==> src/rtl/mmio_uart_tx_pkg.sv <==
// rtl/mmio_uart_tx_pkg.sv - shared types and constants for the memory-mapped UART transmitter
//   e_uart_state     : frame state machine encoding
//   UART_*_ADDR      : register addresses on the CPU data bus
//   STAT_*_BIT       : bit positions inside the status register
//   UART_DIV_RESET   : baud divisor after reset (clocks per bit minus 1)
package mmio_uart_tx_pkg;

  typedef enum logic [1:0] {
    IDLE  = 2'd0,
    START = 2'd1,
    DATA  = 2'd2,
    STOP  = 2'd3
  } e_uart_state;

  localparam logic [7:0] UART_DATA_ADDR = 8'hFF;
  localparam logic [7:0] UART_STAT_ADDR = 8'hFE;
  localparam logic [7:0] UART_DIV_ADDR  = 8'hFD;

  localparam int STAT_EMPTY_BIT  = 0;
  localparam int STAT_FULL_BIT   = 1;
  localparam int STAT_ACTIVE_BIT = 2;
  localparam int STAT_OVF_BIT    = 3;

  localparam logic [7:0] UART_DIV_RESET = 8'd15;

endpackage

==> src/rtl/mmio_uart_tx_sync_fifo.sv <==
// rtl/mmio_uart_tx_sync_fifo.sv - synchronous circular-buffer FIFO with first-word fall-through head
//   clk, rst    : clock, synchronous active-low reset (empties the FIFO)
//   push, din   : write request and data; ignored while full
//   pop         : read request; ignored while empty
//   dout        : current head entry (combinational)
//   full, empty : occupancy flags
module sync_fifo #(
  parameter int WIDTH = 8,
  parameter int DEPTH = 4
) (
  input  logic             clk,
  input  logic             rst,
  input  logic             push,
  input  logic             pop,
  input  logic [WIDTH-1:0] din,
  output logic [WIDTH-1:0] dout,
  output logic             full,
  output logic             empty
);

  localparam int AW = $clog2(DEPTH);

  // Pointers carry one extra lap bit so full and empty are distinguishable
  // when the index bits coincide.
  logic [AW:0]      wr_ptr_q, wr_ptr_d;
  logic [AW:0]      rd_ptr_q, rd_ptr_d;
  logic [WIDTH-1:0] mem_q [DEPTH];
  logic [WIDTH-1:0] mem_d [DEPTH];
  logic             do_push;
  logic             do_pop;

  assign empty   = (wr_ptr_q == rd_ptr_q);
  assign full    = (wr_ptr_q[AW] != rd_ptr_q[AW]) &&
                   (wr_ptr_q[AW-1:0] == rd_ptr_q[AW-1:0]);
  assign do_push = push && !full;
  assign do_pop  = pop && !empty;
  assign dout    = mem_q[rd_ptr_q[AW-1:0]];

  always_comb begin
    wr_ptr_d = wr_ptr_q;
    rd_ptr_d = rd_ptr_q;
    mem_d    = mem_q;
    if (do_push) begin
      mem_d[wr_ptr_q[AW-1:0]] = din;
      wr_ptr_d = wr_ptr_q + {{AW{1'b0}}, 1'b1};
    end
    if (do_pop) begin
      rd_ptr_d = rd_ptr_q + {{AW{1'b0}}, 1'b1};
    end
  end

  always_ff @(posedge clk) begin
    if (!rst) begin
      wr_ptr_q <= '0;
      rd_ptr_q <= '0;
    end else begin
      wr_ptr_q <= wr_ptr_d;
      rd_ptr_q <= rd_ptr_d;
    end
  end

  // Storage needs no reset: entries are only visible between push and pop.
  always_ff @(posedge clk) begin
    mem_q <= mem_d;
  end

endmodule

==> src/rtl/mmio_uart_tx.sv <==
// rtl/mmio_uart_tx.sv - memory-mapped 8N1 UART transmitter with TX FIFO, status and divisor registers
//   clk, rst     : clock, synchronous active-low reset
//   mem_addr     : CPU data address
//   mem_wr_en    : CPU store strobe
//   mem_wr_data  : CPU store data
//   mem_rd_data  : register read data, combinational from mem_addr
//   sel          : high when mem_addr hits one of this block's registers
//   tx           : serial line, idles high
//   busy         : frame in progress or FIFO non-empty
module mmio_uart_tx
  import mmio_uart_tx_pkg::*;
#(
  parameter logic [7:0] DATA_ADDR  = UART_DATA_ADDR,
  parameter logic [7:0] STAT_ADDR  = UART_STAT_ADDR,
  parameter logic [7:0] DIV_ADDR   = UART_DIV_ADDR,
  parameter int         FIFO_DEPTH = 4,
  parameter logic [7:0] DIV_RESET  = UART_DIV_RESET
) (
  input  logic       clk,
  input  logic       rst,
  input  logic [7:0] mem_addr,
  input  logic       mem_wr_en,
  input  logic [7:0] mem_wr_data,
  output logic [7:0] mem_rd_data,
  output logic       sel,
  output logic       tx,
  output logic       busy
);

  e_uart_state state_q, state_d;
  logic [7:0]  div_q, div_d;
  logic [7:0]  clk_cnt_q, clk_cnt_d;
  logic [2:0]  bit_idx_q, bit_idx_d;
  logic [7:0]  shift_q, shift_d;
  logic        tx_q, tx_d;
  logic        ovf_q, ovf_d;

  logic        wr_data_hit;
  logic        wr_stat_hit;
  logic        wr_div_hit;
  logic        fifo_pop;
  logic        fifo_full;
  logic        fifo_empty;
  logic [7:0]  fifo_dout;
  logic        active;
  logic        bit_done;
  logic [7:0]  stat;

  assign wr_data_hit = mem_wr_en && (mem_addr == DATA_ADDR);
  assign wr_stat_hit = mem_wr_en && (mem_addr == STAT_ADDR);
  assign wr_div_hit  = mem_wr_en && (mem_addr == DIV_ADDR);

  sync_fifo #(
    .WIDTH (8),
    .DEPTH (FIFO_DEPTH)
  ) u_tx_fifo (
    .clk   (clk),
    .rst   (rst),
    .push  (wr_data_hit),
    .pop   (fifo_pop),
    .din   (mem_wr_data),
    .dout  (fifo_dout),
    .full  (fifo_full),
    .empty (fifo_empty)
  );

  assign active = (state_q != IDLE);
  assign busy   = active || !fifo_empty;
  assign tx     = tx_q;

  // >= rather than == so that lowering div below the running count ends
  // the current bit instead of waiting for the counter to wrap.
  assign bit_done = (clk_cnt_q >= div_q);

  always_comb begin
    stat                  = '0;
    stat[STAT_EMPTY_BIT]  = fifo_empty;
    stat[STAT_FULL_BIT]   = fifo_full;
    stat[STAT_ACTIVE_BIT] = active;
    stat[STAT_OVF_BIT]    = ovf_q;
  end

  always_comb begin
    mem_rd_data = '0;
    sel         = 1'b0;
    if (mem_addr == DATA_ADDR) begin
      sel = 1'b1;
    end else if (mem_addr == STAT_ADDR) begin
      sel         = 1'b1;
      mem_rd_data = stat;
    end else if (mem_addr == DIV_ADDR) begin
      sel         = 1'b1;
      mem_rd_data = div_q;
    end
  end

  // A drop is ordered after the clear so a same-edge drop keeps the flag set.
  always_comb begin
    ovf_d = ovf_q;
    div_d = div_q;
    if (wr_stat_hit && mem_wr_data[STAT_OVF_BIT]) ovf_d = 1'b0;
    if (wr_data_hit && fifo_full)                 ovf_d = 1'b1;
    if (wr_div_hit)                               div_d = mem_wr_data;
  end

  always_comb begin
    state_d   = state_q;
    clk_cnt_d = clk_cnt_q + 8'd1;
    bit_idx_d = bit_idx_q;
    shift_d   = shift_q;
    tx_d      = tx_q;
    fifo_pop  = 1'b0;
    unique case (state_q)
      IDLE: begin
        tx_d      = 1'b1;
        clk_cnt_d = '0;
        if (!fifo_empty) begin
          fifo_pop = 1'b1;
          shift_d  = fifo_dout;
          tx_d     = 1'b0;
          state_d  = START;
        end
      end
      START: begin
        if (bit_done) begin
          clk_cnt_d = '0;
          tx_d      = shift_q[0];
          bit_idx_d = 3'd0;
          state_d   = DATA;
        end
      end
      DATA: begin
        if (bit_done) begin
          clk_cnt_d = '0;
          if (bit_idx_q == 3'd7) begin
            tx_d    = 1'b1;
            state_d = STOP;
          end else begin
            shift_d   = shift_q >> 1;
            tx_d      = shift_q[1];
            bit_idx_d = bit_idx_q + 3'd1;
          end
        end
      end
      STOP: begin
        if (bit_done) begin
          clk_cnt_d = '0;
          // Chain straight into the next start bit so queued bytes leave no idle gap.
          if (!fifo_empty) begin
            fifo_pop = 1'b1;
            shift_d  = fifo_dout;
            tx_d     = 1'b0;
            state_d  = START;
          end else begin
            tx_d    = 1'b1;
            state_d = IDLE;
          end
        end
      end
      default: begin
        state_d = IDLE;
        tx_d    = 1'b1;
      end
    endcase
  end

  always_ff @(posedge clk) begin
    if (!rst) begin
      state_q   <= IDLE;
      div_q     <= DIV_RESET;
      clk_cnt_q <= '0;
      bit_idx_q <= '0;
      shift_q   <= '0;
      tx_q      <= 1'b1;
      ovf_q     <= 1'b0;
    end else begin
      state_q   <= state_d;
      div_q     <= div_d;
      clk_cnt_q <= clk_cnt_d;
      bit_idx_q <= bit_idx_d;
      shift_q   <= shift_d;
      tx_q      <= tx_d;
      ovf_q     <= ovf_d;
    end
  end

endmodule
==> config.mk <==
export PLATFORM = sky130hd
export DESIGN_NAME = mmio_uart_tx
export DESIGN_NICKNAME = d
export VERILOG_FILES = /design/src/rtl/mmio_uart_tx_pkg.sv /design/src/rtl/mmio_uart_tx_sync_fifo.sv /design/src/rtl/mmio_uart_tx.sv
export SDC_FILE = /design/constraint.sdc
export NUM_CORES = 1
export LEC_CHECK = 0
export ABC_AREA = 1
export ABC_CLOCK_PERIOD_IN_PS = 2500
export CAP_MARGIN = 20
export CELL_PAD_IN_SITES_DETAIL_PLACEMENT = 1
export CELL_PAD_IN_SITES_GLOBAL_PLACEMENT = 1
export CORE_ASPECT_RATIO = 0.6
export CORE_MARGIN = 3
export CORE_UTILIZATION = 44
export DETAILED_ROUTE_END_ITERATION = 8
export PLACE_DENSITY = 0.88
export SETUP_SLACK_MARGIN = 0.05
export SYNTH_ARGS = -nofsm -noshare
export SYNTH_HDL_FRONTEND = slang
export SYNTH_HIERARCHICAL = 1
export SYNTH_SLANG_ARGS = --single-unit
export TNS_END_PERCENT = 50
==> constraint.sdc <==
create_clock -name clk -period 2.5 [get_ports clk]
set_input_delay 0.25 -clock clk [delete_from_list [all_inputs] [get_ports clk]]
set_output_delay 0.25 -clock clk [all_outputs]
set_load 0.02 [all_outputs]
# After elaboration in Yosys (flattened, before gate mapping)
# Cells that the tools add are included.
op_classes:
  n_shift: 0
  muxes: 41
  n_lt_le_gt_ge: 4
  multipliers: 0
  bitwise: 2
  addsub: 4
  eq_ne: 16
  n_div: 0
  reduce_logical: 22
ops:
  columns: ["cell", "count"]
  rows:
  - ["two-way mux 8 bit", 11]
  - ["bitwise mux 32 bit", 1]
  - ["== test 8 bit, second input constant", 3]
  - ["case mux 8 bit (3 select lines)", 1]
  - ["binary-select mux 8 bit (select 2 bit)", 1]
  - ["demux 8 bit (select 2 bit)", 1]
  - ["case mux 8 bit (2 select lines)", 1]
  - ["two-way mux 1 bit", 13]
  - ["!= test 2 bit, second input constant", 6]
  - ["two-way mux 2 bit", 5]
  - ["adder 3 x 1 -> 3 bit, second input constant", 3]
  - ["logical AND 1 bit", 9]
  - ["two-way mux 3 bit", 3]
  - ["adder 8 x 1 -> 8 bit, second input constant", 1]
  - [">= comparator 8 bit", 1]
  - ["case mux 2 bit (4 select lines)", 1]
  - ["AND reduction 4 bit", 2]
  - [">= comparator 3 bit, second input constant", 2]
  - ["NOT 2 -> 3 bit", 2]
  - ["case mux 3 bit (2 select lines)", 1]
  - ["nonzero test 2 bit", 3]
  - ["AND reduction 5 bit", 1]
  - ["== test 2 bit, second input constant", 2]
  - ["case mux 1 bit (4 select lines)", 1]
  - ["other kinds (13)", 14]
word_totals:
  memories: 0
  latch_bits: 0
  romBits: 0
  register_bits: 69
  in_bits: 19
  wordCells: 102
  out_inout_bits: 11
  ram_bits: 0

# Longest topological paths before layout
# Gate-level depths: netlist (run 1).
logic_depth:
  ltp_word: 7
  ltp_mapped: 16
  ltp_nobuf: 16

# By module
# The synthesis (run 1) kept the hierarchy.
modules_own_cells:
  columns: ["module", "cells_per_inst", "instances", "seq_area_each_um2", "area_each_um2"]
  rows:
  - ["mmio_uart_tx", 262, 1, 620.6, 1910.6]
  - ["sync_fifo", 146, 1, 1081.0, 1642.8]

# Least setup slack after synthesis (run 1)
# No wires, ideal clock.
synth_path:
  path_type: "in2reg"
  from: "in mem_addr[3]"
  to: "reg u_tx_fifo/mem_q[24] in the netlist's numbering, enable pin"
  slack_ns: 0.694
  arrival_time_ns: 1.435
  setup_ns: 0.371
  required_time_ns: 2.129
  n_path_buf: 0
  path_stages: 6
  path_cell_list: "nand2_1 nor2_1 inv_2 nor4_2 nand2_1 nor2_1"
synth_between:
  elab_chain_cells: 3
synth_rtl:
  columns: ["item", "line", "text"]
  rows:
  - ["start: declaration", "mmio_uart_tx.sv:21", "input logic [7:0] mem_addr,"]
  - ["== test 8 bit", "mmio_uart_tx.sv:49", "assign wr_data_hit = mem_wr_en && (mem_addr == DATA_ADDR);"]
  - ["logical AND 1 bit", "mmio_uart_tx.sv:49", null]
  - ["named net wr_data_hit", "mmio_uart_tx.sv:38", "logic wr_data_hit;"]
  - ["logical AND 1 bit", "mmio_uart_tx_sync_fifo.sv:35", "assign do_push = push && !full;"]
  - ["end signal: assignment", "mmio_uart_tx_sync_fifo.sv:64", "mem_q <= mem_d;"]
  - ["end: declaration", "mmio_uart_tx_sync_fifo.sv:27", "logic [WIDTH-1:0] mem_q [DEPTH];"]
# The timed path passes the listed nets, and every way through them passes these cells.
# A chain may end at the register's enable or synchronous reset.

# Final worst setup path (run 1)
layout_path:
  from: "in mem_addr[5]"
  to: "out mem_rd_data[4]"
layout_between:
  elab_chain_cells: 4
  elab_cells_between_ends: 6
  cone_classes: "3 x eq/ne; 3 x mux"
layout_rtl:
  columns: ["item", "line", "text"]
  rows:
  - ["== test 8 bit", "mmio_uart_tx.sv:91", "end else if (mem_addr == DIV_ADDR) begin"]
  - ["two-way mux 8 bit", "mmio_uart_tx.sv:91", null]
  - ["two-way mux 8 bit", "mmio_uart_tx.sv:88", "end else if (mem_addr == STAT_ADDR) begin"]
  - ["two-way mux 8 bit (*)", "mmio_uart_tx.sv:86", "if (mem_addr == DATA_ADDR) begin"]
  - ["end: declaration", "mmio_uart_tx.sv:24", "output logic [7:0] mem_rd_data,"]
# Every way passes the cells marked *; elsewhere a longest branch is shown, timed or not.

==> metrics.txt, run 1 <==
buffer type at the clock tree root clkbuf_16; final wirelength slightly above 10 mm; Final min period roughly 2.3 ns; final total power approximately 3.4 mW; combinational family with the most area after synthesis simple AND/OR/NAND/NOR gates; clock slew seen by the registers of the worst setup and hold paths about 0.050 ns; clk sinks ~70; Routed WL per cell 17.96 um; net switching power between 1 and 1.5 mW; remaining max-slew budget at the tightest pin 68.93%; initial drt markers 146; placement row count 24; yosys warns 6; crit-path leading delay family buffers and inverters; ports placed on the boundary 30; CP most frequent cell clkdlybuf4s50_1; flip-flop and latch count after synthesis 69; net total in the final layout 493; pin count of the biggest net entering global routing 28; fill count 893; Pwr per Cell Area approximately 780 nW/um^2; endpoint required time on the critical path between 2 and 2.5 ns; capturing element type of the critical path output pin; vias per std cell around 5.4; Final Worst Setup Slack approximately 0.15 ns; Mapped Nets 448; Die Span X between 100 and 150 um; detailed-routing iteration count for the pre-antenna-repair pass 5; detailed-route via count a little over 3000; mux share of post-synthesis cell area less than 1%; Sequential Power Share between 30% and 40%; synth unique cells 40; FF-to-FF setup slack between 0.2 and 0.25 ns; number of endpoints with negative hold slack in the final report 0; Fin Setup TNS 0 ns; Critical Path Start Type input port; fin crit share between 90 and 100%; number of inserted diodes 0; Mapped Avg Cell Area around 8.7 sq um; logic gate share of total power between 20 and 25%; part of the power in the clock network between 30 and 40%; simple-gate share of the synthesized area about a quarter; crit path cell chain clkdlybuf4s50_1, nand4_1, nor3_4, inv_2, nor2_1, clkdlybuf4s50_1; antenna violations before repair 0; Setup violations, final 0; DRC violations left 0; number of standard cells after synthesis 408; maximum number of buffers from clock root to sink 2; fraction of synthesized cell area in xor and xnor cells around 1.4%; critical-path cell with the highest stage delay clkdlybuf4s50_1; number of buffers created by CTS 9; Syn-to-layout area delta 21.37%; number of buffer cells added on primary ports 29; Antenna Violating Nets Remaining 0; post-layout utilization of the core around 57%; status finished, final reports clean; worst path arrival time around 2.1 ns; Final Max Tran Viols 0; worst-path fanout max 8; highest clock frequency the design can meet roughly 430 MHz; pre-CTS worst setup slack 0.06677 ns; worst ir drop on vdd 0.3904 mV; arithmetic-cell share of the synthesized area counting full adders, half adders and majority gates ~7.4%; detailed placer's ending HPWL 7.207 mm; Die Outline Area 9226 sq um; CP max stage delay 0.63 ns; gr usage total about a quarter; class of the worst hold path reg -> reg; internal power ~2.3 mW; initial core utilization between 40% and 50%; number of hold buffers added after CTS 0; max-capacitance violation count 0; H-Tree Depth 3; total gr overflow 0; global placer's final weighted congestion a little under 0.9; Switching Fraction between 30% and 40%; Leakage roughly 1.9 nW; wire length of the first global-routing pass ~16 mm; TritonCTS clock tree built; fraction of the yosys area taken by sequential cells 47.89%; via count of the first global-routing pass between 3000 and 4000; layout cells sized above 1 a little over an eighth; final worst clock skew roughly 0.0070 ns; vertical die dimension 75.61 um; actual transition at the worst max-transition pin between 0.4 and 0.5 ns; RSZ-0062 raised after global routing no; clock latency at the later pin of the worst-skew pair ~0.34 ns; Critical path buffers and inverters 3; startpoint-to-endpoint class of the critical path in -> out; Synth Area in Compound Gates 11.97%; core footprint around 7500 sq um; Post-Syn Area about 3600 sq um
[synthesized netlist by cell type, drive strengths merged]
| library cell | n | area, sq um |
|---|---|---|
| dfxtp | 37 | 740.7 |
| xnor2 | 2 | 25.03 |
| buf | 6 | 40.04 |
| nand2 | 90 | 370.4 |
| nor4 | 1 | 12.51 |
| inv | 58 | 225.2 |
| a21o | 2 | 15.01 |
| o211ai | 2 | 15.01 |
| edfxtp | 32 | 960.9 |
| or2 | 1 | 6.260 |
| nand3 | 14 | 87.59 |
| mux2i | 1 | 10.01 |
| nand4 | 7 | 86.33 |
| o22ai | 8 | 50.05 |
| nor2 | 55 | 227.7 |
| clkbuf | 2 | 7.510 |
| ha | 21 | 262.8 |
| nor3 | 3 | 26.28 |
| xor2 | 3 | 26.28 |
| a31oi | 1 | 6.260 |
| nor3b | 1 | 12.51 |
| a21oi | 24 | 146.4 |
| o21ai | 36 | 183.9 |
| o221ai | 1 | 8.760 |
[registers in the layout (all words and copies together), names as in the netlist]
| signal | cells |
|---|---|
| div_q | 8 |
| u_tx_fifo/rd_ptr_q | 3 |
| tx | 1 |
| u_tx_fifo/wr_ptr_q | 3 |
| bit_idx_q | 3 |
| state_q | 2 |
| shift_q | 8 |
| ovf_q | 1 |
| clk_cnt_q | 8 |
| u_tx_fifo/mem_q | 32 |
[stage by stage]
stage,hold WS (ns),std cells,cell area [sq um]
after floorplan,0.3489,408,3553
after global placement,0.4496,545,4016
after detailed placement,0.4554,545,4016
after CTS,0.4684,561,4295
after global routing,0.5081,562,4313
final,0.4636,562,4313
[final timing paths]
path	from	end	cells past startpoint
min	clk_cnt_q[0]	clk_cnt_q[0]	1
max	mem_addr[5]	mem_rd_data[4]	6
max reg2reg	div_q[7]	u_tx_fifo/rd_ptr_q[2]	13
min reg2reg	clk_cnt_q[0]	clk_cnt_q[0]	1
[placed cells by master (no fill, tap or decap), drive strengths merged, types with 2 or more instances in the layout]
cell type,netlist,layout
edfxtp,32,32
clkbuf,2,13
nand4,7,7
nand3,14,14
ha,21,21
o211ai,2,2
buf,6,13
o21ai,36,36
nor3,3,3
nor2,55,55
a21o,2,2
inv,58,58
nand2,90,90
a21oi,24,24
dfxtp,37,37
dlymetal6s2s,0,4
clkinv,0,2
o22ai,8,8
clkdlybuf4s50,0,25
xor2,3,3
xnor2,2,2
[final cells by class]
cell class	count	area, sq um	share of cell area [%]
Multi-Input combinational cell	273	1579	36.61
Timing Repair Buffer	42	397.9	9.225
Tap cell	104	130.1	3.017
Sequential cell	69	1702	39.45
Clock buffer	13	240.2	5.570
Clock inverter	3	38.79	0.8993
Inverter	58	225.2	5.222
[layer usage]
layer / track usage [%] / part of all wire [%] / wire length [um] / vias to the layer above
met5: 0 / 0 / 0 / -
met4: 7.329 / 1.8 / 185 / 0
met3: 6.899 / 6.3 / 635 / 15
met2: 39.43 / 48 / 4865 / 91
met1: 29.35 / 44 / 4408 / 1512
li1: - / - / - / 1437
[cells by family (layout without fill, tap and decap cells)]
kind of cell / after synthesis / count (layout)
AND/OR/NAND/NOR: 172 / 172
AO/OA/AOI/OAI: 74 / 74
flip-flops: 69 / 69
buffers and inverters: 66 / 116
adder cells (fa/ha/maj): 21 / 21
XOR/XNOR: 5 / 5
multiplexers: 1 / 1
[power by group through the flow]
| stage | logic [mW] | registers, mW | clock network (mW) |
|---|---|---|---|
| 2_1_floorplan | 0.577 | 1.33 | 0 |
| 3_3_place_gp | 0.759 | 1.33 | 0 |
| 3_5_place_dp | 0.811 | 1.34 | 0 |
| 4_1_cts | 0.824 | 1.31 | 1.24 |
| 5_1_grt | 0.925 | 1.32 | 1.29 |
| 6_report | 0.827 | 1.31 | 1.22 |
[timing repair]
item / CTS / global route
endpoints found under the setup margin: 0 / 4
buffers inserted: 0 / 1
resized for setup: 0 / 4
(Power assumes the default switching activity.)
==> run 2, diff against run 1 <==
- CORE_MARGIN: 3 -> default
- GPL_ROUTABILITY_DRIVEN: default -> 0
- PLACE_DENSITY: 0.88 -> 0.87
==> metrics.txt, run 2 (same netlist as run 1, synthesis figures left out) <==
status finished, final reports clean (unchanged); DRC violations left 0 (unchanged); number of inserted diodes 0 (unchanged); CP Launch Point mem_addr[7] (was mem_addr[5]); remaining max-slew budget at the tightest pin 67.75% (was 68.93%); CP max stage delay 0.62 ns (was 0.63 ns); buffer type at the clock tree root clkbuf_16 (unchanged); maximum number of buffers from clock root to sink 2 (unchanged); clock slew seen by the registers of the worst setup and hold paths 0.05 ns (about the same); vertical die dimension 71.61 um (was 75.61 um); Critical Path Start Type input port (unchanged); Pwr per Cell Area 788.1 nW/um^2 (was 779.8 nW/um^2); antenna violations before repair 0 (unchanged); gr usage total 25.78% (was 23.29%); Syn-to-layout area delta 22.64% (was 21.37%); fin cells 563 (was 562); depth of the worst register-to-register path 13 (unchanged); part of the power in the clock network 38.0% (was 36.4%); Most flops, register u_tx_fifo/mem_q (unchanged); ports placed on the boundary 30 (unchanged); CP most frequent cell clkdlybuf4s50_1 (unchanged); Die Span X 118.0 um (was 122.0 um); pin count of the biggest net entering global routing 28 (unchanged); class of the worst hold path reg -> reg (unchanged); instance count along the most critical hold path 1 (unchanged); startpoint of the most critical hold path clk_cnt_q[0] (unchanged); critical-path cell with the highest stage delay clkdlybuf4s50_1 (unchanged); H-Tree Depth 3 (unchanged); detailed placer's ending HPWL 6.975 mm (was 7.207 mm); initial core utilization 47.14% (unchanged); vias per std cell 5.240 (was 5.436); Final Max Tran Viols 0 (unchanged); number of endpoints with negative hold slack in the final report 0 (unchanged); DP Cell Count 545 (unchanged); Final min period 2.333 ns (was 2.347 ns); TritonCTS clock tree built (unchanged); core footprint 7537 sq um (unchanged); worst-path fanout max 8 (unchanged); Endpoint, Worst Hold clk_cnt_q[0] (unchanged); max FFs per register 32 (unchanged); worst path arrival time 2.08 ns (was 2.10 ns); actual transition at the worst max-transition pin 0.4837 ns (was 0.4660 ns); logic gate share of total power 23.7% (was 24.6%); number of buffer cells added on primary ports 29 (unchanged); detailed-route via count 2950 (was 3055); FF-to-FF setup slack 0.22 ns (about the same); total gr overflow 0 (unchanged); internal power 2.379 mW (was 2.332 mW); most frequent standard cell in the layout excluding fill and tap cells nand2_1 (unchanged); Sequential Power Share 38.3% (was 39.0%); Leakage 1.954 nW (was 1.911 nW); Die Outline Area 8451 sq um (was 9226 sq um); placement row count 24 (unchanged); layout cells sized above 1 14.60% (was 13.32%); endpoint required time on the critical path 2.25 ns (about the same); crit path cell chain clkdlybuf4s50_1, nand4_1, nor3_4, inv_2, nor2_1, clkdlybuf4s50_1 (unchanged); initial drt markers 194 (was 146); detailed-routing iteration count for the pre-antenna-repair pass 4 (was 5); max-capacitance violation count 0 (unchanged); clock latency at the later pin of the worst-skew pair 0.33 ns (was 0.34 ns); clk sinks 69 (unchanged); startpoint-to-endpoint class of the critical path in -> out (unchanged); number of buffers created by CTS 9 (unchanged); wire length of the first global-routing pass 16.42 mm (was 16.12 mm); capturing element type of the critical path output pin (unchanged); final worst clock skew 0.004248 ns (was 0.007034 ns); via count of the first global-routing pass 3169 (was 3176); Routed WL per cell 17.41 um (was 17.96 um); most frequent cells in the layout nand2_1 (81), nor2_1 (52), inv_1 (51) (unchanged); fill count 885 (was 893); RSZ-0062 raised after global routing no (unchanged); final hold slack 0.4703 ns (was 0.4636 ns); net switching power 1.055 mW (was 1.031 mW); start of the worst register-to-register path div_q[7] (unchanged); final wirelength 9.802 mm (was 10.09 mm); Switching Fraction 30.72% (was 30.65%); highest clock frequency the design can meet 428.6 MHz (was 426.0 MHz); fin crit share 93.34% (was 93.89%); worst ir drop on vdd 0.3406 mV (was 0.3904 mV); reg-to-reg endpoint u_tx_fifo/rd_ptr_q[2] (unchanged); net total in the final layout 494 (was 493); Setup violations, final 0 (unchanged); final total power 3.434 mW (was 3.363 mW); Antenna Violating Nets Remaining 0 (unchanged)
[run 2: changes by cell type in the layout (fill, tap and decap cells not counted), sizes merged]
| cell | change |
|---|---|
| dlygate4sd2 | +1 |
| clkdlybuf4s50 | -2 |
| bufinv | -1 |
| inv | +1 |
| dlymetal6s2s | +1 |
| clkinv | -2 |
| buf | +1 |
| clkinvlp | +2 |
[run 2: cell type report]
type | count | area, sq um | share of cell area, %
Inverter | 58 | 225.2 | 5.168
Multi-Input combinational cell | 273 | 1579 | 36.23
Sequential cell | 69 | 1702 | 39.05
Timing Repair Buffer | 43 | 406.6 | 9.331
Tap cell | 104 | 130.1 | 2.986
Clock buffer | 13 | 291.5 | 6.690
Clock inverter | 3 | 23.77 | 0.5455
[run 2: how the worst max path moves through the flow]
stage	endpoint	slack, ns	cells after the start
floorplan	u_tx_fifo/mem_q[24]	0.69	6
global placement	mem_rd_data[2]	0.11	10
detailed placement	mem_rd_data[3]	-0.04	6
CTS	mem_rd_data[2]	0.01	8
global route	mem_rd_data[6]	0.08	6
finish	mem_rd_data[6]	0.17	6
[run 2: power by group through the flow]
stage	registers (mW)	logic, mW	clock network (mW)
2_1_floorplan	1.33	0.577	0
3_3_place_gp	1.33	0.756	0
3_5_place_dp	1.34	0.798	0
4_1_cts	1.31	0.816	1.33
5_1_grt	1.32	0.919	1.38
6_report	1.31	0.815	1.30
[run 2: repair_timing]
| item | in CTS | in global routing |
|---|---|---|
| setup buffers | 0 | 2 |
| setup endpoints to repair | 2 | 7 |
| resized for setup | 1 | 5 |
| hold buffers | 0 | 0 |
| pin swaps | 0 | 2 |
[run 2: worst max-delay path: cells and delay by family]
family	cells	cell delay, ns
buffers and inverters	3	1.20
AND/OR/NAND/NOR	3	0.63
[run 2: layer usage]
metal	track usage, %	up-vias	wire length [um]
met1	31.10	1445	4557
li1	-	1430	-
met5	0	-	0
met2	45.03	60	4685
met4	9.687	0	153
met3	6.608	15	406
[run 2: through the flow]
step	util, %	setup slack [ns]	TNS (ns)	area [sq um]
final	57.82	0.1666	0	4358
after global routing	57.82	0.08325	0	4358
after CTS	57.45	0.01219	0	4330
after detailed placement	53.29	-0.03994	-0.03994	4016
after global placement	53.29	0.1141	0	4016
after floorplan	-	0.6945	0	3553
